$ cat config.mk
export PLATFORM = sky130hd
export DESIGN_NAME = iddr_word_aligner
export DESIGN_NICKNAME = d
export VERILOG_FILES = /design/src/rtl/iddr_word_aligner.sv
export SDC_FILE = /design/constraint.sdc
export NUM_CORES = 1
export LEC_CHECK = 0
export CAP_MARGIN = 25
export CORE_MARGIN = 3
export CORE_UTILIZATION = 55
export DETAILED_ROUTE_END_ITERATION = 16
export GPL_TIMING_DRIVEN = 0
export PLACE_DENSITY = 0.75
export SETUP_SLACK_MARGIN = 0.2
export SLEW_MARGIN = 10
export SYNTH_ARGS = -nofsm -noshare
export SYNTH_HDL_FRONTEND = slang
export SYNTH_SLANG_ARGS = --single-unit
$ cat constraint.sdc
create_clock -name SCLKB -period 2.7 [get_ports SCLKB]
set_input_delay 0.405 -clock SCLKB [delete_from_list [all_inputs] [get_ports SCLKB]]
set_output_delay 0.405 -clock SCLKB [all_outputs]
set_load 0.01 [all_outputs]
$ cat src/rtl/iddr_word_aligner.sv
// rtl/iddr_word_aligner.sv - nibble-to-word assembler with bit-slip training alignment
// Slides an 8-bit window over the last three DDR nibbles until TRAIN_PATTERN repeats MATCH_COUNT times.
module iddr_word_aligner #(
  parameter logic [7:0] TRAIN_PATTERN = 8'hB4,
  parameter int         MATCH_COUNT   = 4,
  parameter int         SLIP_WAIT     = 2,
  parameter int         MAX_SLIPS     = 16
) (
  input  logic       SCLKB,
  input  logic       RSTAILB,
  input  logic       QA0,
  input  logic       QB0,
  input  logic       QA1,
  input  logic       QB1,
  input  logic       LOCK,
  input  logic       ALIGN_EN,
  input  logic       ALIGN_RESTART,
  input  logic       TRAIN_MODE,
  output logic [7:0] WORD,
  output logic       WORD_VALID,
  output logic       ALIGNED,
  output logic       ALIGN_FAIL,
  output logic [7:0] ERR_COUNT,
  output logic [1:0] STATE
);

  typedef enum logic [1:0] {
    S_IDLE    = 2'd0,
    S_SEARCH  = 2'd1,
    S_CONFIRM = 2'd2,
    S_ALIGNED = 2'd3
  } state_t;

  state_t      state_q;
  logic [11:0] hist_q;
  logic [11:0] hist_d;
  logic [2:0]  off_q;
  logic [2:0]  off_d;
  logic        phase_q;
  logic        lock_m_q;
  logic        lock_s_q;
  logic [7:0]  slip_cnt_q;
  logic [3:0]  match_cnt_q;
  logic [2:0]  wait_cnt_q;
  logic [7:0]  word_q;
  logic [7:0]  err_cnt_q;
  logic        valid_q;
  logic        aligned_q;
  logic        fail_q;
  logic [7:0]  cand;
  logic        slot;
  logic        is_match;
  logic        force_idle;

  // Newest nibble enters at the top so bit0 of the window is always the earliest bit.
  assign hist_d     = {QA1, QB1, QA0, QB0, hist_q[11:4]};
  assign off_d      = off_q + 3'd1;
  assign cand       = hist_q[off_q[1:0] +: 8];
  assign slot       = (phase_q == off_q[2]) && (wait_cnt_q == 3'd0);
  assign is_match   = (cand == TRAIN_PATTERN);
  assign force_idle = ALIGN_RESTART || !ALIGN_EN || !lock_s_q;

  always_ff @(posedge SCLKB or posedge RSTAILB) begin
    if (RSTAILB) begin
      hist_q   <= 12'd0;
      lock_m_q <= 1'b0;
      lock_s_q <= 1'b0;
    end else begin
      hist_q   <= hist_d;
      lock_m_q <= LOCK;
      lock_s_q <= lock_m_q;
    end
  end

  always_ff @(posedge SCLKB or posedge RSTAILB) begin
    if (RSTAILB) begin
      state_q     <= S_IDLE;
      off_q       <= 3'd0;
      phase_q     <= 1'b0;
      slip_cnt_q  <= 8'd0;
      match_cnt_q <= 4'd0;
      wait_cnt_q  <= 3'd0;
      word_q      <= 8'd0;
      valid_q     <= 1'b0;
      aligned_q   <= 1'b0;
      fail_q      <= 1'b0;
      err_cnt_q   <= 8'd0;
    end else begin
      valid_q   <= 1'b0;
      aligned_q <= 1'b0;
      phase_q   <= (state_q == S_IDLE) ? 1'b0 : ~phase_q;
      if (wait_cnt_q != 3'd0)
        wait_cnt_q <= wait_cnt_q - 3'd1;
      if (state_q == S_IDLE) begin
        off_q       <= 3'd0;
        slip_cnt_q  <= 8'd0;
        match_cnt_q <= 4'd0;
      end
      // Restart, disable and lock loss win over any slot decision on the same edge.
      if (force_idle) begin
        state_q <= S_IDLE;
        if (ALIGN_RESTART) begin
          fail_q    <= 1'b0;
          err_cnt_q <= 8'd0;
        end
      end else begin
        case (state_q)
          S_IDLE: state_q <= S_SEARCH;
          S_SEARCH: if (slot) begin
            if (is_match) begin
              match_cnt_q <= 4'd1;
              if (MATCH_COUNT == 1) begin
                state_q   <= S_ALIGNED;
                aligned_q <= 1'b1;
              end else begin
                state_q <= S_CONFIRM;
              end
            end else begin
              off_q      <= off_d;
              wait_cnt_q <= 3'(SLIP_WAIT);
              if (int'(slip_cnt_q) + 1 >= MAX_SLIPS) begin
                fail_q     <= 1'b1;
                slip_cnt_q <= 8'd0;
              end else begin
                slip_cnt_q <= slip_cnt_q + 8'd1;
              end
            end
          end
          S_CONFIRM: if (slot) begin
            if (is_match) begin
              match_cnt_q <= match_cnt_q + 4'd1;
              if (int'(match_cnt_q) + 1 >= MATCH_COUNT) begin
                state_q   <= S_ALIGNED;
                aligned_q <= 1'b1;
              end
            end else begin
              state_q     <= S_SEARCH;
              match_cnt_q <= 4'd0;
              off_q       <= off_d;
              wait_cnt_q  <= 3'(SLIP_WAIT);
            end
          end
          default: begin
            aligned_q <= 1'b1;
            if (slot) begin
              word_q  <= cand;
              valid_q <= 1'b1;
              if (TRAIN_MODE && !is_match && (err_cnt_q != 8'hFF))
                err_cnt_q <= err_cnt_q + 8'd1;
            end
          end
        endcase
      end
    end
  end

  assign WORD       = word_q;
  assign WORD_VALID = valid_q;
  assign ALIGNED    = aligned_q;
  assign ALIGN_FAIL = fail_q;
  assign ERR_COUNT  = err_cnt_q;
  assign STATE      = state_q;

endmodule

After elaboration in Yosys (flattened, before gate mapping). Cells that the tools add are included.

$add $sub $neg: 7. Multipliers: 0. Div/mod/pow operators: 0. $lt $le $gt $ge: 2. Equality and inequality tests: 12. Shifts and indexed selects: 1. Muxes and demuxes: 50. Bitwise operators: 3. Reduce and logical (&&, ||, !) cells: 23.

Operators with widths (number): two-way mux 8 bit (11); two-way mux 3 bit (10); two-way mux 4 bit (6); adder 8 x 1 -> 8 bit, second input constant (2); two-way mux 1 bit (14); two-way mux 2 bit (6); variable part select 12 x 3 -> 8 bit (1); AND reduction 5 bit (2); adder 8 x 1 -> 9 bit, second input constant (1); greater-or-equal comparator 9 x 5 -> 1 bit, second input constant (1); inequality test 3 bit, second input constant (3); equality test 8 bit, second input constant (1); inequality test 8 bit, second input constant (1); one-hot mux 4 bit (2 select lines) (1); nonzero test 2 bit (4); one-hot mux 2 bit (3 select lines) (1); adder 4 x 1 -> 5 bit, second input constant (1); greater-or-equal comparator 5 x 3 -> 1 bit, second input constant (1); adder 4 x 1 -> 4 bit, second input constant (1); inequality test 2 x 1 -> 1 bit, second input constant (2); inequality test 4 bit, second input constant (1); AND reduction 4 bit (1); nonzero test 4 bit (1); OR reduction 2 bit (2); 16 further kinds (23).

Register bits: 54. Bits in latches: 0. Memory bits (writable): 0. ROM bits: 0. Output and inout port bits: 21. Memories kept: 0.

Logic depth before layout (Yosys ltp). Gate-level depths: netlist of the first run.

Word-level depth: 9. Mapped depth: 7.

Worst setup path after synthesis of the first run. OpenSTA, ideal clock, no wires.

Path type: register to register. Start point: register off_q[0]. End point: register err_cnt_q[4] (netlist: ERR_COUNT[4]). Arrival time: 2.335 ns. Required time: 2.622 ns. Path slack: 0.287 ns. Cell stages (with the launch flop): 8. Path buffers: 2. Cell sequence: dfrtp_1 > buf_4 > mux4_2 > nor4bb_1 > buf_4 > a211o_1 > or4_1 > a21oi_1.

Longest elaborated chain between the ends: 7.

RTL lines: start, declared (RTL line 37) `logic [2:0] off_q;`; start signal, assigned (RTL line 78) `off_q <= 3'd0;`; start signal, assigned (RTL line 95) `off_q <= 3'd0;`; start signal, assigned (RTL line 119) `off_q <= off_d;`; variable part select 12 x 3 -> 8 bit (RTL line 58) `assign cand = hist_q[off_q[1:0] +: 8];`; equality test 8 bit (RTL line 60) `assign is_match = (cand == TRAIN_PATTERN);`; logical NOT 1 bit (RTL line 148) `if (TRAIN_MODE && !is_match && (err_cnt_q != 8'hFF))`; logical AND 1 bit (2 in series) (RTL line 148); nonzero test 2 bit (no line); AND reduction 4 bit (no line); end signal, assigned (RTL line 149) `err_cnt_q <= err_cnt_q + 8'd1;`; end, declared (RTL line 46) `logic [7:0] err_cnt_q;`.

No other way between the ends. A chain may end at the register's enable or synchronous reset.

Worst setup path in the final report of the first run.
Start point: register off_q[0]. End point: register err_cnt_q[5] (netlist: ERR_COUNT[5]).

Same word-level chain as after synthesis.

==> results by group, run 1 <==
Outcome
  • Outcome: finished clean

Clock network
  • Worst-path clk slew: about 100 ps
  • CTS Buf Count: 5
  • Htree depth: 2
  • Num Clock Sinks: 54
  • Clock buffer depth: 2
  • Clock root cell: clkbuf_8
  • Clk_lat worst skew: about 310 ps
  • CTS tree: done

Cells and area
  • Layout Cells excl Fill: ~350
  • Final #Nets: a little over 300
  • N_diodes: 0
  • Area growth from synthesis to final layout: 25.24%
  • Fill cells: around 330
  • FF+latch area: approximately 1400 um^2
  • Area occupied by multi-input gates: about 1400 um^2
  • Layout cells sized above 1: between 10% and 20%

Hold path
  • Hold Path Class: flip-flop to flip-flop
  • Hold Path Depth: 0
  • Hold wc startpoint: lock_m_q$_DFF_PP0_

Floorplanning
  • Initial Util: a little under three fifths
  • FP Rows: 25
  • Core ar.: roughly 4800 um^2
  • Die Area: between 5000 and 6000 um^2
  • Die width: 76.67 um
  • IO Pins: 31
  • Die Ht: approximately 77 um

Setup path
  • R2R Path Start: off_q[0]$_DFF_PP0_
  • Req. time, crit path: between 2000 and 3000 ps
  • Setup CP Type: flip-flop to flip-flop
  • Critical path fanouts, max: 5
  • Critical Path End Type: flip-flop
  • Setup crit start: off_q[0]$_DFF_PP0_
  • Reg2Reg Depth: 7
  • CP arrival: 2680 ps
  • Startpoint Class: flip-flop

Timing
  • Tightest Pin Transition: about 840 ps
  • Setup TNS: 0 ps
  • Max-slew violation count: 0
  • Min cycle time layout: roughly 2500 ps
  • Max Clk Rate: 402.0 MHz
  • Final Cycle Share: between 90% and 100%
  • Setup repair after global routing missed its margin: yes
  • # setup viols final: 0
  • Worst slew margin: around 44%
  • Final Hold Vio Count: 0
  • Worst Skew: 7.817 ps

Placed design
  • GP Congestion: 0.8733
  • IO Port Bufs: 30
  • Final HPWL DP: ~3.7 mm
  • Dpl cells: between 300 and 400

Synthesis
  • Mux contribution to synthesized area: around 12%
  • Ys async rst share: 100.0%
  • Post-synthesis register bit count: 54
  • Yosys top cell by area: dfrtp_1
  • Compound-Gate Fraction of Synth Area: 13.94%
  • Seq/Total Area, Yosys: 49.20%
  • Top cell type's share of synthesized area: 49.20%
  • Number of flops mapped to enable cells by yosys: 0
  • Largest family of logic cells by synthesized area: simple AND/OR/NAND/NOR gates
  • Synthesized Nets: about 260
  • Simple-Gate Fraction of Synth Area: 14.21%
  • Syn_area_per_cell: 11.79 um^2
  • Mapped Area: between 2000 and 3000 um^2
  • Yosys warning total: 0
  • Adder and majority gate portion of the synthesized area: between 5 and 6%
  • Area contributors post-synth: dfrtp_1 49%, mux4_2 6.6%, ha_1 5.5%
  • Xor/xnor share of the synthesized area: 2.232%
  • Cells after synthesis: 233
  • Top FF cell, synth: dfrtp_1
  • Synth cell types: 55

Routing
  • Drt wl/cell: 15.60 um
  • Pre-antenna DRT Iters: 4
  • Final wirelength: between 5 and 6 mm
  • Via Count: approximately 2.0k
  • DRC viols: 0
  • Remaining antenna violation count: 0
  • 1st-iter DRT viols: roughly 100
  • DR vias/cell: between 5 and 6

GRT
  • Largest net degree at the start of global routing: 30
  • Global-route wire length before repair: ~9.2 mm
  • Initial antenna violation count: 0
  • Vias in the first global route: 1939
  • Tot GR Track Use: 19.39%
  • Grt ovf: 0

Pwr
  • Power Density: between 400 and 500 nW/um^2
  • Peak supply drop: ~480 uV
  • LEAKAGE: between 1 and 1.5 nW
  • Total power: 1.659 mW

Flow run
  • Maxcap violations: 0
## cell usage in the layout, fill, tap and decap left out, drive strengths merged, types with 5 or more instances in the layout
cell            n
nor2           16
ha             12
inv            12
buf            13
a21oi           6
clkdlybuf4s50  30
o31ai           5
nand2          12
xnor2           5
nand3           9
clkbuf          9
and2            5
mux4            8
mux2           11
o21ai           7
dfrtp          54
## stage by stage
stage	hold WS, ps	area (um^2)	worst slack (ps)	utilization, %
3_3_place_gp	332.6	3131	-51.62	65.41
4_1_cts	366.2	3324	181.8	69.46
5_1_grt	368.9	3440	81.61	71.87
6_report	362.9	3440	212.5	71.87
3_5_place_dp	342.8	3157	112.8	65.96
2_1_floorplan	331.2	2746	287.4	-
## Yosys cell counts (2+ instances only)
cell type / count
a2111oi_0: 3
a211o_1: 2
a211oi_1: 3
a21oi_1: 6
a31o_1: 2
a31oi_1: 4
and2_1: 5
buf_4: 2
clkbuf_1: 3
dfrtp_1: 54
ha_1: 12
inv_1: 11
mux2_1: 6
mux2_2: 5
mux2i_1: 3
mux4_2: 8
nand2_1: 12
nand2b_1: 4
nand3_1: 9
nand3b_1: 2
nand4_1: 3
nand4bb_1: 2
nor2_1: 16
nor2b_1: 4
nor3_1: 2
nor4bb_1: 2
o21ai_0: 4
o21ai_1: 3
o2bb2ai_1: 2
o31ai_1: 5
o32a_1: 2
or2_2: 2
or4_1: 3
xnor2_1: 5
xor2_1: 2
## where the power goes
group	internal [mW]	leakage, nW	total (mW)	switching, mW
combinational	0.105	0.709	0.241	0.136
clock	0.281	0.0587	0.550	0.269
sequential	0.846	0.715	0.868	0.0228
## cells by family (layout without fill, tap and decap cells)
family	count (synthesis)	count (layout)
fa+ha+maj	12	12
flops	54	54
compound gates	49	49
buf+inv	18	67
xor+xnor	7	7
mux	22	22
simple gates	71	71
## critical path, cell delays in order, from the launching register on
cell             delay (ps)
dfrtp_1                 410
buf_6                   150
mux4_2                  530
nor4bb_4                200
clkdlybuf4s15_2         230
a2111oi_0               600
xnor2_1                 190
nor2_1                   60
## per-layer routing
metal,wire length [um],track usage (%),vias up
met1,2510,25.89,1016
li1,-,-,963
met2,2640,31.27,43
met4,95,6.341,0
met3,198,4.695,9
met5,0,0,-
## sequential cells by signal, indices dropped and copies added, names as in the netlist, 2 cells and up
register	count
slip_cnt_q	8
wait_cnt_q	3
match_cnt_q	4
ERR_COUNT	8
WORD	8
STATE	2
hist_q	12
off_q	3
## area by class of cell
class	instances	area share [%]
Clock buffer	5	2.001
Sequential cell	54	39.29
Inverter	11	1.200
Clock inverter	3	1.382
Buffer	7	1.455
Timing Repair Buffer	41	11.46
Tap cell	67	2.437
Multi-Input combinational cell	161	40.78
## final timing paths
kind                                             to  slack [ps]
min in group asynchronous        lock_m_q$_DFF_PP0_         480
max                        ERR_COUNT[5]$_DFFE_PP0P_         210
min reg2reg                      lock_s_q$_DFF_PP0_         360
max in group asynchronous  match_cnt_q[3]$_DFF_PP0_        1660
min                              lock_s_q$_DFF_PP0_         360
max reg2reg                ERR_COUNT[5]$_DFFE_PP0P_         210
## repair_timing
item	in CTS	in global routing
hold buffers	0	0
buffers inserted	3	3
endpoints found under the setup margin	10	12
gates cloned	1	2
gates resized for setup	5	15
pin swaps	1	6
(Power assumes the default switching activity.)
==> run 2: changes to the inputs <==
--- a/config.mk
+++ b/config.mk
@@ -6,7 +6,6 @@
 export NUM_CORES = 1
 export LEC_CHECK = 0
 export CAP_MARGIN = 25
-export CORE_MARGIN = 3
 export CORE_UTILIZATION = 55
 export DETAILED_ROUTE_END_ITERATION = 16
 export GPL_TIMING_DRIVEN = 0
==> results by group, run 2 (same netlist as run 1, synthesis figures left out) <==
Pwr
  • LEAKAGE: 1.468 nW (-0.98%)
  • Peak supply drop: 317.4 uV (-33%)
  • Power Density: 449.6 nW/um^2 (-6.8%)

Timing
  • Max Clk Rate: 406.6 MHz (+1.1%)
  • Final Cycle Share: 91.08% (-1.0 points)
  • Worst Skew: 19.52 ps (+11.70 ps)
  • Min Hold Slack: 359.2 ps (-3.680 ps)
  • Min cycle time layout: 2459 ps (-28.22 ps)
  • Max-slew violation count: 0 (unchanged)
  • Final Hold Vio Count: 0 (unchanged)
  • Worst slew margin: 53.86% (+10 points)
  • # setup viols final: 0 (unchanged)
  • Setup repair after global routing missed its margin: yes
  • Final setup margin: 240.8 ps (+28.22 ps)
  • Tightest Pin Transition: 689.1 ps (-152.1 ps)

Clock network
  • Clock buffer depth: 2 (unchanged)
  • Num Clock Sinks: 54 (unchanged)
  • Post-CTS Hold Fix Bufs: 0 (unchanged)
  • Clk_lat worst skew: 310 ps (about the same)
  • Htree depth: 2 (unchanged)
  • Worst-path clk slew: 100 ps (about the same)
  • Clock root cell: clkbuf_8
  • CTS Buf Count: 5 (unchanged)
  • CTS tree: done

Floorplanning
  • IO Pins: 31 (unchanged)
  • FP Rows: 25 (unchanged)
  • Die Area: 5280 um^2 (-10%)
  • Core ar.: 4755 um^2 (-0.65%)
  • Die width: 72.67 um (-5.2%)
  • Initial Util: 57.76% (+0.38 points)
  • Die Ht: 72.67 um (-5.2%)

Setup path
  • Reg2Reg Depth: 7 (unchanged)
  • Reg2reg setup slack: 240 ps (+30 ps)
  • Setup CP Type: flip-flop to flip-flop
  • Critical path fanouts, max: 8 (+3)
  • Critical Path End Type: flip-flop
  • Worst r2r dst: ERR_COUNT[4]$_DFFE_PP0P_
  • Startpoint Class: flip-flop
  • CP arrival: 2710 ps (+30 ps)
  • R2R Path Start: off_q[0]$_DFF_PP0_
  • Req. time, crit path: 2950 ps (+60 ps)

Routing
  • Met2 WL: 2.544 mm (-3.6%)
  • Top layer in use: met4
  • Via Count: 1992 (-1.9%)
  • Met3 wire length: 179 um (-9.6%)
  • DRC viols: 0 (unchanged)
  • DRT met1 WL: 2.482 mm (-1.1%)
  • Pre-antenna DRT Iters: 4 (unchanged)
  • 1st-iter DRT viols: 53 (-48%)
  • DR vias/cell: 5.691 (-2.2%)
  • Remaining antenna violation count: 0 (unchanged)
  • Final wirelength: 5.294 mm (-2.8%)
  • Drt wl/cell: 15.13 um (-3.0%)

Cells and area
  • Layout Cells excl Fill: 350 (+0.29%)
  • Commonest non-fill, non-tap cell in the layout: dfrtp_1
  • Max FFs per register: 12 (unchanged)
  • Layout cells sized above 1: 18.37% (+1.0 points)
  • Fill cells: 354 (+6.6%)
  • Area growth from synthesis to final layout: 24.42%
  • Reg with most FFs: hist_q
  • Post-Route Utilization: 71.87% (about the same)
  • Most frequent cells in the layout: 54 x dfrtp_1, 30 x clkdlybuf4s50_1, 15 x nor2_1
  • N_diodes: 0 (unchanged)
  • Final #Nets: 305 (+0.66%)

Placed design
  • GP Congestion: 0.7899 (-9.5%)
  • IO Port Bufs: 30 (unchanged)
  • Pre-CTS WS: 104.3 ps (-8.517 ps)
  • Dpl cells: 332 (unchanged)
  • Final HPWL DP: 3.734 mm (+1.5%)

Hold path
  • Hold Path Sink: lock_s_q$_DFF_PP0_
  • Hold Path Class: flip-flop to flip-flop
  • Hold Path Depth: 0 (unchanged)
  • Hold wc startpoint: lock_m_q$_DFF_PP0_

GRT
  • Largest net degree at the start of global routing: 39 (+30%)
  • Vias in the first global route: 1955 (+0.83%)
  • Global-route wire length before repair: 8.825 mm (-3.7%)
  • Grt ovf: 0 (unchanged)
  • Tot GR Track Use: 21.97% (+2.6 points)
  • Initial antenna violation count: 0 (unchanged)

Outcome
  • Outcome: finished clean

Flow run
  • Maxcap violations: 0 (unchanged)
## run 2: critical path, stage by stage, from the launching register on
cell      delay [ps]
dfrtp_1          380
buf_6            160
mux4_2           560
nor4bb_4         180
buf_6            140
a211o_4          350
or4_4            510
a21oi_2          120
## run 2: routing by layer
| layer | up-vias | track usage [%] |
|---|---|---|
| met2 | 43 | 36.24 |
| met5 | - | 0 |
| met4 | 0 | 8.715 |
| li1 | 966 | - |
| met1 | 975 | 28.74 |
| met3 | 8 | 4.282 |
## run 2: where the power goes
group | total [mW] | internal [mW] | switching [mW]
sequential | 0.868 | 0.846 | 0.0224
combinational | 0.239 | 0.105 | 0.134
clock | 0.429 | 0.178 | 0.251
## run 2: how the worst max path moves through the flow
| stage | slack [ps] | depth (start not counted) | endpoint | startpoint |
|---|---|---|---|---|
| global route | 160 | 9 | slip_cnt_q[2]$_DFF_PP0_ | off_q[0]$_DFF_PP0_ |
| global placement | -20 | 5 | slip_cnt_q[2]$_DFF_PP0_ | slip_cnt_q[0]$_DFF_PP0_ |
| floorplan | 290 | 7 | ERR_COUNT[4]$_DFFE_PP0P_ | off_q[0]$_DFF_PP0_ |
| finish | 240 | 7 | ERR_COUNT[4]$_DFFE_PP0P_ | off_q[0]$_DFF_PP0_ |
| CTS | 170 | 7 | ERR_COUNT[4]$_DFFE_PP0P_ | off_q[0]$_DFF_PP0_ |
| detailed placement | 100 | 7 | ERR_COUNT[4]$_DFFE_PP0P_ | off_q[1]$_DFF_PP0_ |
## run 2: stage by stage
| stage | cell area (um^2) | setup TNS [ps] | total power [mW] |
|---|---|---|---|
| 6_report | 3417 | 0 | 1.536 |
| 5_1_grt | 3417 | 0 | 1.623 |
| 4_1_cts | 3281 | 0 | 1.539 |
| 3_5_place_dp | 3157 | 0 | 1.101 |
| 3_3_place_gp | 3131 | -37.95 | 1.090 |
| 2_1_floorplan | 2746 | 0 | 1.041 |
## run 2: timing repair
action / in CTS / in global routing
hold endpoints to repair: 0 / 0
resized for setup: 4 / 18
setup buffers: 3 / 8
pin swaps: 0 / 7
endpoints found under the setup margin: 10 / 18
## run 2: cell type report
| class | count | area [um^2] | area share, % |
|---|---|---|---|
| plain buffers | 7 | 46.29 | 1.355 |
| clock inverters | 1 | 7.507 | 0.2197 |
| inverters | 11 | 41.29 | 1.208 |
| clock buffers | 6 | 72.57 | 2.124 |
| well taps | 67 | 83.83 | 2.453 |
| flip-flops and latches | 54 | 1351 | 39.55 |
| multi-input cells | 161 | 1403 | 41.05 |
| repair buffers | 43 | 411.6 | 12.05 |
==> RTL change, RTL diff (flow settings as in run 1) <==
Make the reset (`RSTAILB`) synchronous in 2 clocked blocks.
--- a/src/rtl/iddr_word_aligner.sv
+++ b/src/rtl/iddr_word_aligner.sv
@@ -60,7 +60,7 @@
   assign is_match   = (cand == TRAIN_PATTERN);
   assign force_idle = ALIGN_RESTART || !ALIGN_EN || !lock_s_q;
 
-  always_ff @(posedge SCLKB or posedge RSTAILB) begin
+  always_ff @(posedge SCLKB) begin
     if (RSTAILB) begin
       hist_q   <= 12'd0;
       lock_m_q <= 1'b0;
@@ -72,7 +72,7 @@
     end
   end
 
-  always_ff @(posedge SCLKB or posedge RSTAILB) begin
+  always_ff @(posedge SCLKB) begin
     if (RSTAILB) begin
       state_q     <= S_IDLE;
       off_q       <= 3'd0;
Function: differs if RSTAILB is asserted again (counterexample within 4 cycles, from zero or initial values and one cycle with RSTAILB high); with RSTAILB held inactive, the same outputs for 10 cycles.
==> RTL change against run 1 <==
- power down 9.0%
- worst hold slack better by 84 ps
- worst setup slack improved by 120 ps
- sequential share of layout area down 3.7 points
- sequential cell count is the same
- area after synthesis shrank 6.7%
- die area fell by 6.2%
- clock skew decreased by 1.6 ps
- global-route usage fell by 0.48 points
- wire length fell by 13%
- critical path depth stayed put
- cell area down 12%
- critical path type unchanged
- largest cell class unchanged
==> RTL change: results (changes against run 1) <==
Run status -> finished clean (unchanged)
Maximum number of pins on one net before global-route repair -> 18 (was 30)
First-pass GRT wire length -> 8100 µm (was 9160 µm)
Post-synthesis sequential area ratio -> 42.2% (was 49.2%)
CP max-delay cell -> sky130_fd_sc_hd__mux4_2 (was sky130_fd_sc_hd__a2111oi_0)
Leading post-synthesis cells by instance count -> 54 x sky130_fd_sc_hd__dfxtp_1, 33 x sky130_fd_sc_hd__nor2_1, 18 x sky130_fd_sc_hd__nor2b_1 (was 54 x sky130_fd_sc_hd__dfrtp_1, 16 x sky130_fd_sc_hd__nor2_1, 12 x sky130_fd_sc_hd__ha_1, 12 x sky130_fd_sc_hd__nand2_1, 11 x sky130_fd_sc_hd__inv_1)
Total number of vias -> 1,905 (was 2,031)
Internal power -> 0.00110 W (was 0.00123 W)
Worst-margin pin slew -> 524 ps (was 841 ps)
Number of global-route vias before repair -> 1,773 (was 1,939)
Grt met2 use -> 29.1% (was 31.3%)
Nets in the synthesized netlist -> 276 (was 255)
Start point of the worst hold path -> hist_q[11] (was lock_m_q)
Final-stage net count -> 315 (was 303)
Met3 track demand over resource -> 4.05% (was 4.69%)
Total met3 wirelength after detailed routing -> 183 µm (was 198 µm)
Setup Slack @ Placement -> 79.5 ps (was 113 ps)
Final routed wirelength across all metal layers -> 4750 µm (was 5440 µm)
Worst Setup EP -> STATE[1] (was ERR_COUNT[5])
Share of final-layout standard cells stronger than drive strength 1 -> 10.9% (was 17.4%)
Hold path depth -> 1 (was 0)
# fillers -> 369 (was 332)
Routed metal-1 wire length -> 2370 µm (was 2510 µm)
Endpoint of the worst hold path -> hist_q[7] (was lock_s_q)
DRC violation total after the first TritonRoute iteration -> 71 (was 101)
CP Launch Point -> off_q[0] (unchanged)
Met1 Track Usage GR -> 26.9% (was 25.9%)
P_leak -> 1.12 nW (was 1.48 nW)
Proportion of register bits with asynchronous set or reset after synthesis -> 0% (was 100%)
Total placed instance area -> 2930 µm² (was 3160 µm²)
Post-CTS setup buffers -> 0 (was 3)
Overall track demand over capacity in global routing -> 18.9% (was 19.4%)
Share of the core filled with cells in the final layout -> 68.8% (was 71.9%)
[RTL change: logic make-up after synthesis]
group                      after synthesis  synth area share (%)
adders and majority gates               13                  6.35
DFF                                     54                  42.2
xor gates and xnor gates                10                  3.42
AOI/OAI and AO/OA                       31                  8.74
buffers and inverters                   17                  2.83
and+or+nand+nor                        107                  24.2
muxes                                   21                  12.2
[RTL change: area by class of cell]
cell class	count	area share (%)
plain buffers	7	1.20
clock buffers	5	2.27
clock inverters	3	0.701
inverters	10	1.24
multi-input cells	182	46.5
flip-flops and latches	54	35.6
well taps	52	2.14
repair buffers	32	10.4
[RTL change: power by group through the flow]
stage | Combinational [W] | Sequential, W | Clock (W)
after floorplan | 0.000173 | 0.000854 | 0
after global placement | 0.000222 | 0.000857 | 0
after detailed placement | 0.000224 | 0.000858 | 0
after CTS | 0.000228 | 0.000839 | 0.000460
after global routing | 0.000259 | 0.000844 | 0.000490
final | 0.000227 | 0.000839 | 0.000443
